<file path="src/rtl/rambus_arbiter.sv">
// rambus_arbiter: shares the single SRAM wishbone master port between the core
// data-memory port (16-bit) and the host wishbone slave port (32-bit).
// One transaction at a time: grant, bus cycle, wait for ack, return data, release.
// Round-robin between requesters when both ask in the same IDLE cycle.
// Optional feature macro: RAMBUS_TIMEOUT_EN -- aborts a bus cycle that has had no
// ack for TIMEOUT_CYCLES cycles, returns a DEAD pattern and sets a sticky o_err.
module rambus_arbiter #(
   parameter int ADDR_W         = 10,
   parameter int TIMEOUT_CYCLES = 255
) (
   input  logic              clk,
   input  logic              reset,
   // core data-memory port
   input  logic              core_req,
   input  logic              core_we,
   input  logic [ADDR_W-1:0] core_addr,
   input  logic [15:0]       core_wdata,
   output logic [15:0]       core_rdata,
   output logic              core_done,
   // host wishbone slave port
   input  logic              i_wb_cyc,
   input  logic              i_wb_stb,
   input  logic              i_wb_we,
   input  logic [31:0]       i_wb_addr,
   input  logic [31:0]       i_wb_data,
   output logic              o_wb_ack,
   output logic [31:0]       o_wb_data,
   // SRAM wishbone master port
   output logic              rambus_wb_clk_o,
   output logic              rambus_wb_rst_o,
   output logic              rambus_wb_cyc_o,
   output logic              rambus_wb_stb_o,
   output logic              rambus_wb_we_o,
   output logic [3:0]        rambus_wb_sel_o,
   output logic [ADDR_W-1:0] rambus_wb_addr_o,
   output logic [31:0]       rambus_wb_dat_o,
   input  logic              rambus_wb_ack_i,
   input  logic [31:0]       rambus_wb_dat_i,
   // status
   output logic              o_busy,
   output logic              o_err
);

   typedef enum logic [1:0] {S_IDLE, S_CORE_BUS, S_HOST_BUS, S_RELEASE} state_t;

   // The wait counter width is 8..16 bits, so the limit must fit in 16 bits.
   if (TIMEOUT_CYCLES < 1 || TIMEOUT_CYCLES > 65535) begin : g_bad_timeout
      $error("rambus_arbiter: TIMEOUT_CYCLES must be in 1..65535");
   end

   state_t            state_q, state_d;
   logic              last_host_q, last_host_d;   // 1 = host held the last grant
   logic [ADDR_W-1:0] addr_q, addr_d;
   logic              we_q, we_d;
   logic [31:0]       dat_q, dat_d;
   logic [3:0]        sel_q, sel_d;
   logic              core_done_q, core_done_d;
   logic [15:0]       core_rdata_q, core_rdata_d;
   logic              wb_ack_q, wb_ack_d;
   logic [31:0]       wb_data_q, wb_data_d;

   logic              host_req, grant_core, grant_host, in_bus, timeout;

   // Only the word-address bits of the host byte address reach the SRAM.
   logic              unused_wb_addr;
   assign unused_wb_addr = ^{i_wb_addr[31:ADDR_W+2], i_wb_addr[1:0]};

   assign host_req   = i_wb_cyc & i_wb_stb;
   // With both asking, the side that did not win last time gets the bus.
   assign grant_core = core_req & (~host_req | last_host_q);
   assign grant_host = host_req & (~core_req | ~last_host_q);
   assign in_bus     = (state_q == S_CORE_BUS) || (state_q == S_HOST_BUS);

`ifdef RAMBUS_TIMEOUT_EN
   localparam int CLOG_T = $clog2(TIMEOUT_CYCLES + 1);
   localparam int CNT_W  = (CLOG_T < 8) ? 8 : ((CLOG_T > 16) ? 16 : CLOG_T);

   logic [CNT_W-1:0] wait_q;
   logic             err_q;

   // Last waiting cycle before the limit: the next edge terminates the cycle.
   assign timeout = in_bus && (wait_q == CNT_W'(TIMEOUT_CYCLES - 1));

   // Wait counter: held at zero outside the bus states, so each entry starts fresh.
   always_ff @(posedge clk) begin
      if (reset || !in_bus) wait_q <= '0;
      else                  wait_q <= wait_q + 1'b1;
   end

   // Sticky error: set when a bus cycle is terminated by the timeout.
   always_ff @(posedge clk) begin
      if (reset)
         err_q <= 1'b0;
      else if (timeout && !rambus_wb_ack_i &&
               !(state_q == S_HOST_BUS && !i_wb_cyc))
         err_q <= 1'b1;
   end

   assign o_err = err_q;
`else
   assign timeout = 1'b0;
   assign o_err   = 1'b0;
`endif

   // Next-state, latching and response logic.
   always_comb begin
      state_d      = state_q;
      last_host_d  = last_host_q;
      addr_d       = addr_q;
      we_d         = we_q;
      dat_d        = dat_q;
      sel_d        = sel_q;
      core_done_d  = 1'b0;
      core_rdata_d = core_rdata_q;
      wb_ack_d     = 1'b0;
      wb_data_d    = wb_data_q;
      case (state_q)
         S_IDLE: begin
            if (grant_core) begin
               addr_d      = core_addr;
               we_d        = core_we;
               dat_d       = {16'h0, core_wdata};
               sel_d       = 4'b0011;
               last_host_d = 1'b0;
               state_d     = S_CORE_BUS;
            end else if (grant_host) begin
               addr_d      = i_wb_addr[ADDR_W+1:2];
               we_d        = i_wb_we;
               dat_d       = i_wb_data;
               sel_d       = 4'b1111;
               last_host_d = 1'b1;
               state_d     = S_HOST_BUS;
            end
         end
         S_CORE_BUS: begin
            // The core keeps no say once granted: the cycle always completes.
            if (rambus_wb_ack_i) begin
               core_done_d  = 1'b1;
               core_rdata_d = rambus_wb_dat_i[15:0];
               state_d      = S_RELEASE;
            end else if (timeout) begin
               core_done_d  = 1'b1;
               core_rdata_d = 16'hDEAD;
               state_d      = S_RELEASE;
            end
         end
         S_HOST_BUS: begin
            // A host abort wins over an ack arriving on the same edge.
            if (!i_wb_cyc) begin
               state_d = S_RELEASE;
            end else if (rambus_wb_ack_i) begin
               wb_ack_d  = 1'b1;
               wb_data_d = rambus_wb_dat_i;
               state_d   = S_RELEASE;
            end else if (timeout) begin
               wb_ack_d  = 1'b1;
               wb_data_d = 32'hDEADDEAD;
               state_d   = S_RELEASE;
            end
         end
         S_RELEASE: begin
            // One dead cycle so the host can drop stb before the next grant.
            state_d = S_IDLE;
         end
         default: state_d = S_IDLE;
      endcase
   end

   // State and latched transaction registers.
   always_ff @(posedge clk) begin
      if (reset) begin
         state_q      <= S_IDLE;
         last_host_q  <= 1'b1;
         addr_q       <= '0;
         we_q         <= 1'b0;
         dat_q        <= '0;
         sel_q        <= '0;
         core_done_q  <= 1'b0;
         core_rdata_q <= '0;
         wb_ack_q     <= 1'b0;
         wb_data_q    <= '0;
      end else begin
         state_q      <= state_d;
         last_host_q  <= last_host_d;
         addr_q       <= addr_d;
         we_q         <= we_d;
         dat_q        <= dat_d;
         sel_q        <= sel_d;
         core_done_q  <= core_done_d;
         core_rdata_q <= core_rdata_d;
         wb_ack_q     <= wb_ack_d;
         wb_data_q    <= wb_data_d;
      end
   end

   assign rambus_wb_clk_o  = clk;
   assign rambus_wb_rst_o  = reset;
   assign rambus_wb_cyc_o  = in_bus;
   assign rambus_wb_stb_o  = in_bus;
   assign rambus_wb_we_o   = in_bus & we_q;
   assign rambus_wb_sel_o  = sel_q;
   assign rambus_wb_addr_o = addr_q;
   assign rambus_wb_dat_o  = dat_q;
   assign core_done        = core_done_q;
   assign core_rdata       = core_rdata_q;
   assign o_wb_ack         = wb_ack_q;
   assign o_wb_data        = wb_data_q;
   assign o_busy           = (state_q != S_IDLE);

endmodule

</file>
<file path="config.mk">
export PLATFORM = sky130hd
export DESIGN_NAME = rambus_arbiter
export DESIGN_NICKNAME = d
export VERILOG_FILES = /design/src/rtl/rambus_arbiter.sv
export SDC_FILE = /design/constraint.sdc
export NUM_CORES = 1
export LEC_CHECK = 0
export CAP_MARGIN = 20
export CORE_MARGIN = 4
export CORE_UTILIZATION = 41
export DETAILED_ROUTE_END_ITERATION = 6
export PLACE_DENSITY = 0.86
export SLEW_MARGIN = 15
export SYNTH_ARGS = -nofsm -noshare
export SYNTH_HDL_FRONTEND = slang
export SYNTH_SLANG_ARGS = --single-unit
export TNS_END_PERCENT = 50
</file>
<file path="constraint.sdc">
create_clock -name clk -period 2.6 [get_ports clk]
set_input_delay 0.26 -clock clk [delete_from_list [all_inputs] [get_ports clk]]
set_output_delay 0.26 -clock clk [all_outputs]
set_load 0.01 [all_outputs]
</file>
==> out/summary.txt, run 1 <==
Final TNS setup = 0 ns
R2R cell count = 6
PwrDens = 703 mW/mm^2
Largest net degree at the start of global routing = 37
RSZ-0062 raised after global routing = false
Vias = 4173
Row count = 35
Final min period = 2.34 ns
Post-Route WL = 13100 um
Max_cap viols = 0
Post-route antenna net violation count = 0
Clk_lat worst skew = 0.46 ns
Post-Syn Area per Cell = 8.71 um^2
Syn Std Cell Area = 0.00399 mm^2
Pins Over Slew Limit = 0
Die W = 107 um
Share of cells above drive strength 1 = 0.0783
R2r setup slk = 0.68 ns
YS warnings = 0
Final Instance Count excl. Fillers = 780
Worst reg2reg startpoint = state_q[0]
CTS tree = built
Hold buffer count at cts = 0
Max transition margin = 0.503
Post-synth top area cell = dfxtp_1
DRC violations left = 0
All-layer global routing usage = 0.221
Final clock skew = 0.0105 ns
Worst setup SP type = register
Final Wtd Congestion = 0.816
DRT Pass-1 Iters = 4
Placed cells = 762
CP Capture Type = output port
Layout area overhead = 57.5%
Worst Setup Path Type = reg -> out
Sw Share = 0.330
Hold EP = core_done
Resized cells post-CTS = 0
Dpl hpwl = 9650 um
Met1 Usage GRT = 0.237
Top-area cell type share of the netlist area = 0.492
Netlist cell types = 40
CP Max Fanout = 14
Dpl ws = 0.393 ns
I/O pin count = 233
Grt peak-use layer = met2
Syn Nets = 592
Min-Delay Path Class = in -> reg
Worst Tran Pin Value = 0.743 ns
Core ar. = 0.00937 mm^2
VDD IR-drop max = 0.000516 V
Crit path DAT = 2.08 ns
Status = complete, no violations
DR WL/cell = 16.7 um
Worst reg2reg path endpoint = rambus_wb_addr_o[2]
Synth Flop Type = dfxtp_1
Post-synth EDFFs = 0
Part of the Yosys area used for sequential elements = 0.492
Fmax = 427 MHz
Fillers = 791
Top post-synthesis cells by count = dfxtp_1 (98), nand2_1 (98), a21oi_1 (79)
Die Area = 0.0114 mm^2
Met2 Usage GRT = 0.394
Internal cell power = 2.96 mW
Clock power share = 0.234
Seq pwr share = 0.412
NumNets Final = 781
Final setup fails = 0
Hold path depth = 2
Clock-pin slew on the worst setup and hold paths = 0.10 ns
Hold slack = 0.316 ns
Initial Util = 0.426
Ys async rst share = 0
CP startpoint = state_q[0]
Post-Synthesis Cells = 458
Hold path startpoint = reset
Worst setup margin = 0.255 ns
Total power = 4.42 mW
Net Sw Power = 1.46 mW
Initial antenna violation count = 0
Ranking of synthesized cells by area = dfxtp_1 (49%), a21oi_1 (9.9%), nand2_1 (9.2%)
Gr ovfl total = 0
Diode count = 0
First-pass GRT wire length = 20400 um
Number of global-route vias before repair = 4282
Post-CTS Setup Bufs = 0
Initial drt markers = 177
Via density = 5.35
Leakage power = 2.19 nW
Required time worst endpoint = 2.34 ns
# port buffers = 209
Die Ht = 107 um
Met3 Track Usage GR = 0.0897
Final period util = 0.902
Yosys reg bits = 98
Comb pwr share = 0.355
Final hold violations = 0
==> power by group through the flow <==
stage	Combinational (mW)	Clock (mW)	Sequential, mW
global placement	1.53	0.0391	1.84
global route	1.69	1.12	1.84
detailed placement	1.56	0.0391	1.85
CTS	1.57	1.06	1.82
finish	1.57	1.03	1.82
floorplan	0.757	0.0317	1.91
==> layout by cell type, fill, tap and decap left out, types with 3 or more instances in the layout <==
master	synthesis	final
clkdlybuf4s50_1	0	208
nand2_1	98	98
dfxtp_1	98	98
a21oi_1	79	79
nand3_1	28	28
o21ai_0	16	16
a311oi_1	16	16
a22o_1	16	16
buf_4	8	13
clkbuf_8	0	12
o21ai_1	11	11
a311oi_2	10	10
nor3_1	4	4
ha_1	4	4
and2_1	3	3
nor2_1	3	3
==> per-stage QoR <==
step	instance area, um^2	util
floorplan	3990	-
detailed placement	6080	0.649
global route	6290	0.671
global placement	6080	0.649
CTS	6290	0.671
finish	6290	0.671
==> final cells by class <==
cell class	instances	area, um^2	share of cell area
sequential	98	1960	0.312
multi-input combinational	309	1760	0.279
clock buffer	13	175	0.0279
inverter	4	15.0	0.00239
tap	129	161	0.0257
timing repair buffer	221	2170	0.346
clock inverter	6	42.5	0.00677
==> how the worst max path moves through the flow <==
stage	depth (start not counted)	to
after floorplan	1	rambus_wb_clk_o
after global placement	5	rambus_wb_dat_o[6]
after detailed placement	5	rambus_wb_dat_o[8]
after CTS	5	o_busy
after global routing	5	o_busy
final	5	o_busy
==> sequential cells by signal, summed over array words and instances, names as in the netlist, 2 cells and up <==
name              flops
o_wb_data            32
rambus_wb_dat_o      32
core_rdata           16
rambus_wb_addr_o     10
rambus_wb_sel_o       2
state_q               2
==> cell families after synthesis <==
kind of cell               after synthesis  synth area share
AOI/OAI and AO/OA                      158             0.264
adders and majority gates                4            0.0125
buffers and inverters                   51            0.0684
DFF                                     98             0.492
muxes                                    1           0.00282
other                                    1          0.000940
and+or+nand+nor                        145             0.160
==> layer usage <==
layer / vias to the layer above / wire [um]
li1: 1984 / -
met1: 1955 / 4900
met4: 0 / 312
met2: 206 / 6500
met3: 28 / 1330
met5: - / 0
==> worst max-delay path, stage by stage, from the launching register on <==
cell	delay, ns
dfxtp_1	0.38
inv_1	0.10
ha_1	0.20
buf_4	0.19
inv_2	0.15
clkdlybuf4s50_1	0.61
(Power assumes the default switching activity.)
==> run 2: changes to the inputs <==
--- a/config.mk
+++ b/config.mk
@@ -10,7 +10,8 @@
 export CORE_UTILIZATION = 41
 export DETAILED_ROUTE_END_ITERATION = 6
 export PLACE_DENSITY = 0.86
-export SLEW_MARGIN = 15
+export SETUP_SLACK_MARGIN = 0.2
+export SKIP_LAST_GASP = 1
 export SYNTH_ARGS = -nofsm -noshare
 export SYNTH_HDL_FRONTEND = slang
 export SYNTH_SLANG_ARGS = --single-unit
==> run 2 against run 1 <==
Hold slack better by 0.0013 ns. Routed wire length hardly changed. Via count hardly changed. Final cell count stayed put. Clock power about the same. Register-to-register slack barely moved. Sequential share of layout area is essentially flat. Critical path type unchanged. Clock skew about the same.
==> out/summary.txt, run 2 (same netlist as run 1, synthesis figures left out) <==
Die W = 107 um
Initial drt markers = 177
Placed instance area = 0.00608 mm^2
Clk_lat worst skew = 0.46 ns
Share of cells above drive strength 1 = 0.0783
CP Max Fanout = 4
Worst Tran Pin Value = 0.743 ns
Worst reg2reg path endpoint = rambus_wb_addr_o[2]
Post-Route WL = 13100 um
Max_cap viols = 0
Required time worst endpoint = 2.34 ns
R2r setup slk = 0.68 ns
Number of global-route vias before repair = 4282
PwrDens = 702 mW/mm^2
Post-CTS Setup Bufs = 0
Hold EP = core_done
Final min period = 2.26 ns
CTS tree = built
Initial Util = 0.426
Crit path DAT = 2.00 ns
Row count = 35
Final setup fails = 0
Clock-pin slew on the worst setup and hold paths = 0.10 ns
DRC violations left = 0
RSZ-0062 raised after global routing = true
Worst setup SP type = register
Core ar. = 0.00937 mm^2
Via density = 5.34
Die Ht = 107 um
Most frequent cells in the layout = clkdlybuf4s50_1 (207), nand2_1 (98), dfxtp_1 (98)
Hold buffer count at cts = 0
Fmax = 442 MHz
All-layer global routing usage = 0.221
Commonest non-fill, non-tap cell in the layout = clkdlybuf4s50_1
CP startpoint = state_q[1]
Worst Setup Path Type = reg -> out
Initial antenna violation count = 0
Min-Delay Path Class = in -> reg
Post-route antenna net violation count = 0
CP Capture Type = output port
Fillers = 790
Pins Over Slew Limit = 0
Final Instance Count excl. Fillers = 780
Leakage power = 2.20 nW
# port buffers = 209
Resized cells post-CTS = 0
Hold path depth = 2
Max transition margin = 0.503
Final TNS setup = 0 ns
Gr ovfl total = 0
Final Wtd Congestion = 0.816
Status = complete, no violations
First-pass GRT wire length = 20400 um
Die Area = 0.0114 mm^2
Placed cells = 762
Worst reg2reg startpoint = state_q[0]
Layout area overhead = 57.6%
DRT Pass-1 Iters = 5
VDD IR-drop max = 0.000516 V
Design Area, Final = 0.00629 mm^2
Dpl hpwl = 9650 um
Final core utilization = 0.671
R2R cell count = 6
Vias = 4169
Hold slack = 0.317 ns
Diode count = 0
DR WL/cell = 16.7 um
Final hold violations = 0
NumNets Final = 781
Final period util = 0.870
Final clock skew = 0.0106 ns
Hold path startpoint = reset
Largest net degree at the start of global routing = 37
I/O pin count = 233
[run 2: worst max path at each step]
| stage | end | cells past startpoint |
|---|---|---|
| 2_1_floorplan | rambus_wb_clk_o | 1 |
| 3_3_place_gp | rambus_wb_dat_o[6] | 5 |
| 3_5_place_dp | rambus_wb_dat_o[8] | 5 |
| 4_1_cts | o_busy | 5 |
| 5_1_grt | rambus_wb_we_o | 4 |
| 6_report | rambus_wb_we_o | 4 |
[run 2: final cells by class]
class	instances	area, um^2	share of cell area
clock buffers	13	175	0.0279
inverters	4	15.0	0.00239
clock inverters	6	42.5	0.00676
repair buffers	221	2180	0.346
well taps	129	161	0.0257
flip-flops and latches	98	1960	0.312
multi-input cells	309	1760	0.279
[run 2: power breakdown]
group	switching (mW)	total [mW]	internal, mW
Clock	0.562	1.03	0.470
Sequential	0.119	1.82	1.70
Combinational	0.775	1.56	0.789
Total	1.46	4.41	2.96
[run 2: metal layers]
layer | track usage | share of wire
met1 | 0.237 | 0.37
met2 | 0.394 | 0.50
met3 | 0.0897 | 0.10
met4 | 0.0740 | 0.024
met5 | 0 | 0
[run 2: stage by stage]
step,power (mW),setup WS [ns]
floorplan,2.70,0.921
detailed placement,3.45,0.393
finish,4.41,0.338
global placement,3.41,0.473
CTS,4.45,0.227
global route,4.65,0.198
[run 2: worst max-delay path, stage by stage (launching register included)]
cell             delay [ns]
dfxtp_1                0.39
inv_1                  0.10
ha_1                   0.36
and2_1                 0.15
clkdlybuf4s50_1        0.54
